--- src/rtl/bcd_display_scan_ctrl.sv ---
// Time-multiplexed scan controller for a multi-digit common-segment 7-segment
// display. Shows one BCD digit at a time with an optional dark guard gap before
// each digit. Blanks leading zeros on request. New digit values are double-buffered
// so a frame is never torn.
module bcd_display_scan_ctrl #(
    parameter int NUM_DIGITS   = 4,
    parameter int REFRESH_DIV  = 1000,
    parameter int BLANK_CYCLES = 2
) (
    input  logic                    clk,
    input  logic                    rst_n,
    input  logic                    enable,
    input  logic                    load,
    input  logic [4*NUM_DIGITS-1:0] digits_in,
    input  logic                    lz_suppress,
    output logic [3:0]              bcd_num,
    output logic [NUM_DIGITS-1:0]   digit_en,
    output logic                    frame_done
);

    localparam int MAX_CNT = (REFRESH_DIV > BLANK_CYCLES) ? REFRESH_DIV : BLANK_CYCLES;
    localparam int CW      = $clog2(MAX_CNT + 1);
    localparam int IW      = $clog2(NUM_DIGITS);
    localparam bit HAS_GUARD = (BLANK_CYCLES > 0);

    localparam logic [CW-1:0] SHOW_LAST  = CW'(REFRESH_DIV - 1);
    localparam logic [CW-1:0] GUARD_LAST = HAS_GUARD ? CW'(BLANK_CYCLES - 1) : '0;
    localparam logic [IW-1:0] LAST_IDX   = IW'(NUM_DIGITS - 1);

    typedef enum logic [1:0] {
        ST_IDLE,
        ST_GUARD,
        ST_SHOW
    } state_t;

    // State that follows a finished digit (or a start from idle).
    localparam state_t AFTER_DIGIT = HAS_GUARD ? ST_GUARD : ST_SHOW;

    state_t                  r_state;
    logic [IW-1:0]           r_idx;
    logic [CW-1:0]           r_cnt;
    logic [4*NUM_DIGITS-1:0] r_shadow;
    logic [4*NUM_DIGITS-1:0] r_pending;
    logic                    r_pend_vld;
    logic [3:0]              r_bcd_num;
    logic [NUM_DIGITS-1:0]   r_digit_en;
    logic                    r_frame_done;

    state_t                  w_state_nxt;
    logic [IW-1:0]           w_idx_nxt;
    logic [CW-1:0]           w_cnt_nxt;
    logic                    w_frame_end;
    logic                    w_digit_entry;
    logic [4*NUM_DIGITS-1:0] w_shadow_nxt;
    logic [4*NUM_DIGITS-1:0] w_pending_nxt;
    logic                    w_pend_vld_nxt;
    logic [3:0]              w_disp;
    logic [NUM_DIGITS-1:0]   w_en_nxt;

    // Scan sequencing: next state, digit index and dwell counter.
    always_comb begin
        // NOTE: every output of a combinational block gets a default first so no path can infer a latch.
        w_state_nxt   = r_state;
        w_idx_nxt     = r_idx;
        w_cnt_nxt     = r_cnt;
        w_frame_end   = 1'b0;
        w_digit_entry = 1'b0;
        if (!enable) begin
            w_state_nxt = ST_IDLE;
            w_idx_nxt   = '0;
            w_cnt_nxt   = '0;
        end else begin
            unique case (r_state)
                ST_IDLE: begin
                    w_idx_nxt     = '0;
                    w_cnt_nxt     = '0;
                    w_state_nxt   = AFTER_DIGIT;
                    w_digit_entry = !HAS_GUARD;
                end
                ST_GUARD: begin
                    if (r_cnt == GUARD_LAST) begin
                        w_cnt_nxt     = '0;
                        w_state_nxt   = ST_SHOW;
                        w_digit_entry = 1'b1;
                    end else begin
                        w_cnt_nxt = r_cnt + 1'b1;
                    end
                end
                ST_SHOW: begin
                    if (r_cnt == SHOW_LAST) begin
                        w_cnt_nxt     = '0;
                        w_state_nxt   = AFTER_DIGIT;
                        w_digit_entry = !HAS_GUARD;
                        if (r_idx == LAST_IDX) begin
                            w_frame_end = 1'b1;
                            w_idx_nxt   = '0;
                        end else begin
                            w_idx_nxt = r_idx + 1'b1;
                        end
                    end else begin
                        w_cnt_nxt = r_cnt + 1'b1;
                    end
                end
                default: w_state_nxt = ST_IDLE;
            endcase
        end
    end

    // Double buffering: direct capture when idle, otherwise park in pending until the frame boundary.
    always_comb begin
        w_shadow_nxt   = r_shadow;
        w_pending_nxt  = r_pending;
        w_pend_vld_nxt = r_pend_vld;
        if (r_state == ST_IDLE) begin
            if (load) w_shadow_nxt = digits_in;
        end else if (w_frame_end) begin
            w_pend_vld_nxt = 1'b0;
            if (load)            w_shadow_nxt = digits_in;
            else if (r_pend_vld) w_shadow_nxt = r_pending;
        end else if (load) begin
            w_pending_nxt  = digits_in;
            w_pend_vld_nxt = 1'b1;
        end
    end

    // Digit value for the upcoming index, with leading-zero blanking from the most significant end.
    always_comb begin
        logic all_zero;
        logic blank;
        logic [3:0] digit;
        all_zero = 1'b1;
        blank    = 1'b0;
        digit    = 4'h0;
        for (int i = NUM_DIGITS - 1; i >= 0; i--) begin
            all_zero = all_zero && (w_shadow_nxt[4*i +: 4] == 4'h0);
            if (w_idx_nxt == IW'(i)) begin
                digit = w_shadow_nxt[4*i +: 4];
                blank = lz_suppress && (i != 0) && all_zero;
            end
        end
        w_disp = blank ? 4'hF : digit;
    end

    assign w_en_nxt = (w_state_nxt == ST_SHOW) ? (NUM_DIGITS'(1) << w_idx_nxt) : '0;

    // State, buffers and registered outputs. bcd_num is captured only on digit entry so it
    // stays constant for as long as its strobe is on (lz_suppress is sampled at that point).
    always_ff @(posedge clk) begin
        if (!rst_n) begin
            r_state      <= ST_IDLE;
            r_idx        <= '0;
            r_cnt        <= '0;
            r_shadow     <= '0;
            r_pending    <= '0;
            r_pend_vld   <= 1'b0;
            r_bcd_num    <= 4'hF;
            r_digit_en   <= '0;
            r_frame_done <= 1'b0;
        end else begin
            // NOTE: non-blocking assignments so every register samples pre-edge values, independent of statement order.
            r_state      <= w_state_nxt;
            r_idx        <= w_idx_nxt;
            r_cnt        <= w_cnt_nxt;
            r_shadow     <= w_shadow_nxt;
            r_pending    <= w_pending_nxt;
            r_pend_vld   <= w_pend_vld_nxt;
            r_digit_en   <= w_en_nxt;
            r_frame_done <= w_frame_end;
            if (w_state_nxt != ST_SHOW) r_bcd_num <= 4'hF;
            else if (w_digit_entry)     r_bcd_num <= w_disp;
        end
    end

    assign bcd_num    = r_bcd_num;
    assign digit_en   = r_digit_en;
    assign frame_done = r_frame_done;

endmodule

--- config.mk ---
export PLATFORM = sky130hd
export DESIGN_NAME = bcd_display_scan_ctrl
export DESIGN_NICKNAME = d
export VERILOG_FILES = /design/src/rtl/bcd_display_scan_ctrl.sv
export SDC_FILE = /design/constraint.sdc
export NUM_CORES = 1
export LEC_CHECK = 0
export ABC_CLOCK_PERIOD_IN_PS = 2510
export BUFFER_PORTS_ARGS = -buffer_cell sky130_fd_sc_hd__buf_2
export CAP_MARGIN = 10
export CELL_PAD_IN_SITES_DETAIL_PLACEMENT = 2
export CELL_PAD_IN_SITES_GLOBAL_PLACEMENT = 2
export CORE_ASPECT_RATIO = 2
export CORE_MARGIN = 10
export CORE_UTILIZATION = 33
export CTS_BUF_LIST = sky130_fd_sc_hd__clkbuf_8
export DETAILED_ROUTE_END_ITERATION = 8
export GPL_ROUTABILITY_DRIVEN = 0
export GPL_TIMING_DRIVEN = 0
export PLACE_DENSITY_LB_ADDON = 0.1
export REMOVE_ABC_BUFFERS = 1
export SLEW_MARGIN = 20
export SYNTH_ARGS = -nofsm -noshare
export SYNTH_HDL_FRONTEND = slang
export SYNTH_SLANG_ARGS = --single-unit
export TNS_END_PERCENT = 1
--- constraint.sdc ---
create_clock -name clk -period 2.51 [get_ports clk]
set_clock_uncertainty 0.05 [all_clocks]
set_input_delay 0.1255 -clock clk [delete_from_list [all_inputs] [get_ports clk]]
set_output_delay 0.1255 -clock clk [all_outputs]
set_load 0.03 [all_outputs]
==> metrics <==
fraction of the yosys area taken by sequential cells 37.7%; maximum resistive drop on vdd 0.255 mV; area of the die 0.0134 sq mm; I/O pin cnt 30; number of iterations in the first detailed-routing pass 4; share of Yosys cell area claimed by the top area cell type 37.7%; Starting Density 33.5%; Post-route DRC 0; average routed wire per standard cell 21.3 um; gate count of the mapped netlist 355; worst-case setup margin in the final layout -0.0389 ns; number of failing setup endpoints in the final timing report 4; number of violations reported at the end of detailed-routing iteration 0 106; sort of element at the end of the critical path flop; Period minus WS final 2.55 ns; count of final hold-check violations 1; Detail Placement HPWL 7.49 mm; layer carrying the most global-route usage met2; max-slew violations 0; number of rows in the core area 49; Overall Global Routing Usage 16.4%; antenna viol nets, final 0; fraction of final layout cells with drive strength greater than 1 28.9%; MaxCap Viol Count 0; worst slew margin relative to its limit 38.9%; number of nets in the layout 437; Syn Std Cell Area 0.00298 sq mm; EDFF count, synth 0; placeable core region 0.00889 sq mm; post-synthesis average cell area 8.38 sq um; Clock H-tree levels 2; critical path required time 2.72 ns; cell type with the highest aggregate area in the netlist sky130_fd_sc_hd__dfxtp_1; GR Util met3 2.89%; fraction of met2 tracks used by global routing 32.3%; unrepaired setup endpoints after global routing yes; worst-path maximum fanout 7; overall die height 154 um; highest attainable clock frequency 392 MHz; startpoint type of the worst setup path flop; number of global-route vias before repair 3185; number of buffer cells added on primary ports 29; largest net degree at the start of global routing 40; leakage power 1.46 nW; Final Cycle Share 102%; number of clock buffers inserted by TritonCTS 5; Longest Clk Path Bufs 2; post-synthesis to final-layout area growth 27.2%; fraction of met1 tracks used by global routing 15.4%; count of state elements after synthesis 56; post-route standard cell area excluding fillers 0.00379 sq mm; number of vias in the routed layout 2915; Hold Path Class in -> reg; CTS tree done; buffer cell driving the clock tree root sky130_fd_sc_hd__clkbuf_8; violations in the final reports hold timing, setup timing; setup slack at placement -0.897 ns; kind of critical path reg -> reg; via count normalized by instance count 5.70; Slew @ Worst Pin 0.916 ns; CP arrival 2.76 ns; Yosys warning count 0; n_diodes 0; initial antenna violation count 0; aggregate routed wire length 10.9 mm; Clock Sinks 56; run status complete, but fails checks; wire length of the first global-routing pass 17.4 mm; Synth area leaders sky130_fd_sc_hd__dfxtp_1 (38%), sky130_fd_sc_hd__nand2_1 (5.8%), sky130_fd_sc_hd__a21oi_1 (5.7%); top flip-flop cell by instance count after synthesis sky130_fd_sc_hd__dfxtp_1; Filler Cell Count 1036; overflow left after global routing 0; latest clock arrival within the worst-skew pair 0.33 ns; cell area reported after detailed placement 0.00320 sq mm; power per unit of standard cell area 476 mW/mm^2; fin util 42.6%; die boundary width 87.2 um; post-synthesis cell type count 57; worst hold slack across all endpoints -0.000207 ns; share of synthesized flip-flops with an asynchronous set or reset 0%; clock slew at the register clock pins of the worst setup and hold paths 0.11 ns
[cell families (layout without fill, tap and decap cells)]
logic type,after synthesis,count (layout),share of synthesized area [%]
multiplexers,17,17,6.52
AO/OA/AOI/OAI,84,85,20.8
XOR/XNOR,6,6,1.77
flip-flops,56,56,37.7
adder cells (fa/ha/maj),8,8,3.36
buffers and inverters,28,81,3.95
AND/OR/NAND/NOR,156,156,26.0
[area by class of cell]
class	instances	area, sq um	area share, %
Sequential cell	56	1140	30.2
Clock buffer	5	68.8	1.82
Timing Repair Buffer	61	407	10.7
Tap cell	102	128	3.37
Inverter	12	47.5	1.26
Multi-Input combinational cell	272	1950	51.6
Clock inverter	3	38.8	1.02
[worst max-delay path: stages (launching register included)]
cell and delay (ns):
sky130_fd_sc_hd__dfxtp_4 0.36, sky130_fd_sc_hd__buf_4 0.14, sky130_fd_sc_hd__ha_4 0.18, sky130_fd_sc_hd__nand4_1 0.14, sky130_fd_sc_hd__buf_4 0.17, sky130_fd_sc_hd__o41ai_4 0.07
sky130_fd_sc_hd__buf_4 0.17, sky130_fd_sc_hd__a221o_1 0.37, sky130_fd_sc_hd__o41ai_2 0.42, sky130_fd_sc_hd__a41oi_2 0.23, sky130_fd_sc_hd__a21oi_1 0.18
[metrics by stage]
| step | setup TNS (ns) | hold slack [ns] | power, W | instances |
|---|---|---|---|---|
| 5_1_grt | -0.654 | 0.00825 | 0.00188 | 511 |
| 4_1_cts | -0.297 | 0.00155 | 0.00181 | 500 |
| 6_report | -0.113 | -0.000207 | 0.00180 | 511 |
| 3_5_place_dp | -17.85 | 0.350 | 0.00116 | 471 |
| 2_1_floorplan | -1.26 | 0.164 | 0.00107 | 339 |
| 3_3_place_gp | -22.23 | 0.344 | 0.00116 | 470 |
[synth_stat cells (4+ instances only)]
cell and count:
sky130_fd_sc_hd__o21ai_0 9, sky130_fd_sc_hd__and3_1 5, sky130_fd_sc_hd__a32oi_1 4, sky130_fd_sc_hd__mux2_2 5
sky130_fd_sc_hd__buf_2 4, sky130_fd_sc_hd__nand2_1 46, sky130_fd_sc_hd__xor2_1 5, sky130_fd_sc_hd__ha_1 8
sky130_fd_sc_hd__nor2_1 38, sky130_fd_sc_hd__a22o_1 4, sky130_fd_sc_hd__clkbuf_1 9, sky130_fd_sc_hd__inv_1 12
sky130_fd_sc_hd__dfxtp_1 56, sky130_fd_sc_hd__nor3_1 6, sky130_fd_sc_hd__mux2i_1 10, sky130_fd_sc_hd__nand4_1 4
sky130_fd_sc_hd__and2_1 15, sky130_fd_sc_hd__nand3_1 22, sky130_fd_sc_hd__nor2b_1 5, sky130_fd_sc_hd__a21oi_1 34
[routing by layer]
layer  up-vias  share of wire, %
met5         -                 0
met4         0               2.9
met3        22               2.5
met2        43                59
met1      1474                35
li1       1376                 -
[where the power goes]
group	total (W)	switching, W	leakage [nW]	internal (W)
clock network	0.000613	0.000320	0.0593	0.000293
logic	0.000260	0.000152	0.944	0.000108
registers	0.000929	0.0000188	0.461	0.000911
[flip-flops by register name (all words and copies together) (netlist names)]
name        cells
bcd_num         4
digit_en        4
frame_done      1
r_cnt          10
r_idx           2
r_pend_vld      1
r_pending      16
r_shadow       16
r_state         2
[final timing paths]
kind | end | start | depth (start not counted) | slack, ns
max reg2reg | bcd_num[3] | r_state[1] | 10 | -0.04
min | r_pending[11] | digits_in[11] | 3 | -0.0002
min reg2reg | r_pending[0] | r_pending[0] | 2 | 0.42
max | bcd_num[3] | r_state[1] | 10 | -0.04
[repair_timing]
item	in CTS	in global routing
setup endpoints to repair	34	6
hold endpoints to repair	2	0
setup buffers	18	11
pin swaps	13	16
gates resized for setup	33	20
gates cloned	1	0
hold buffers	2	0
[layout by cell type, fill, tap and decap left out, types with 3 or more instances in the layout]
cell                       synthesis  routed
sky130_fd_sc_hd__a21oi_1          34      34
sky130_fd_sc_hd__a221o_1           3       3
sky130_fd_sc_hd__a22o_1            4       4
sky130_fd_sc_hd__a31oi_1           3       3
sky130_fd_sc_hd__a32oi_1           4       4
sky130_fd_sc_hd__and2_1           15      15
sky130_fd_sc_hd__buf_2             4      29
sky130_fd_sc_hd__buf_4             2      28
sky130_fd_sc_hd__clkbuf_8          0       5
sky130_fd_sc_hd__dfxtp_1          56      47
sky130_fd_sc_hd__dfxtp_2           0       5
sky130_fd_sc_hd__dfxtp_4           0       4
sky130_fd_sc_hd__ha_1              8       4
sky130_fd_sc_hd__ha_4              0       3
sky130_fd_sc_hd__inv_1            12      11
sky130_fd_sc_hd__mux2_2            5       5
sky130_fd_sc_hd__mux2i_1          10      10
sky130_fd_sc_hd__nand2_1          46      44
sky130_fd_sc_hd__nand3_1          22      21
sky130_fd_sc_hd__nand4_1           4       4
sky130_fd_sc_hd__nor2_1           38      36
sky130_fd_sc_hd__nor2b_1           5       4
sky130_fd_sc_hd__nor3_1            6       6
sky130_fd_sc_hd__o21ai_0           9       6
sky130_fd_sc_hd__o21ai_1           0       3
sky130_fd_sc_hd__xor2_1            5       5
No activity file was read; power rests on OpenSTA's default activity.
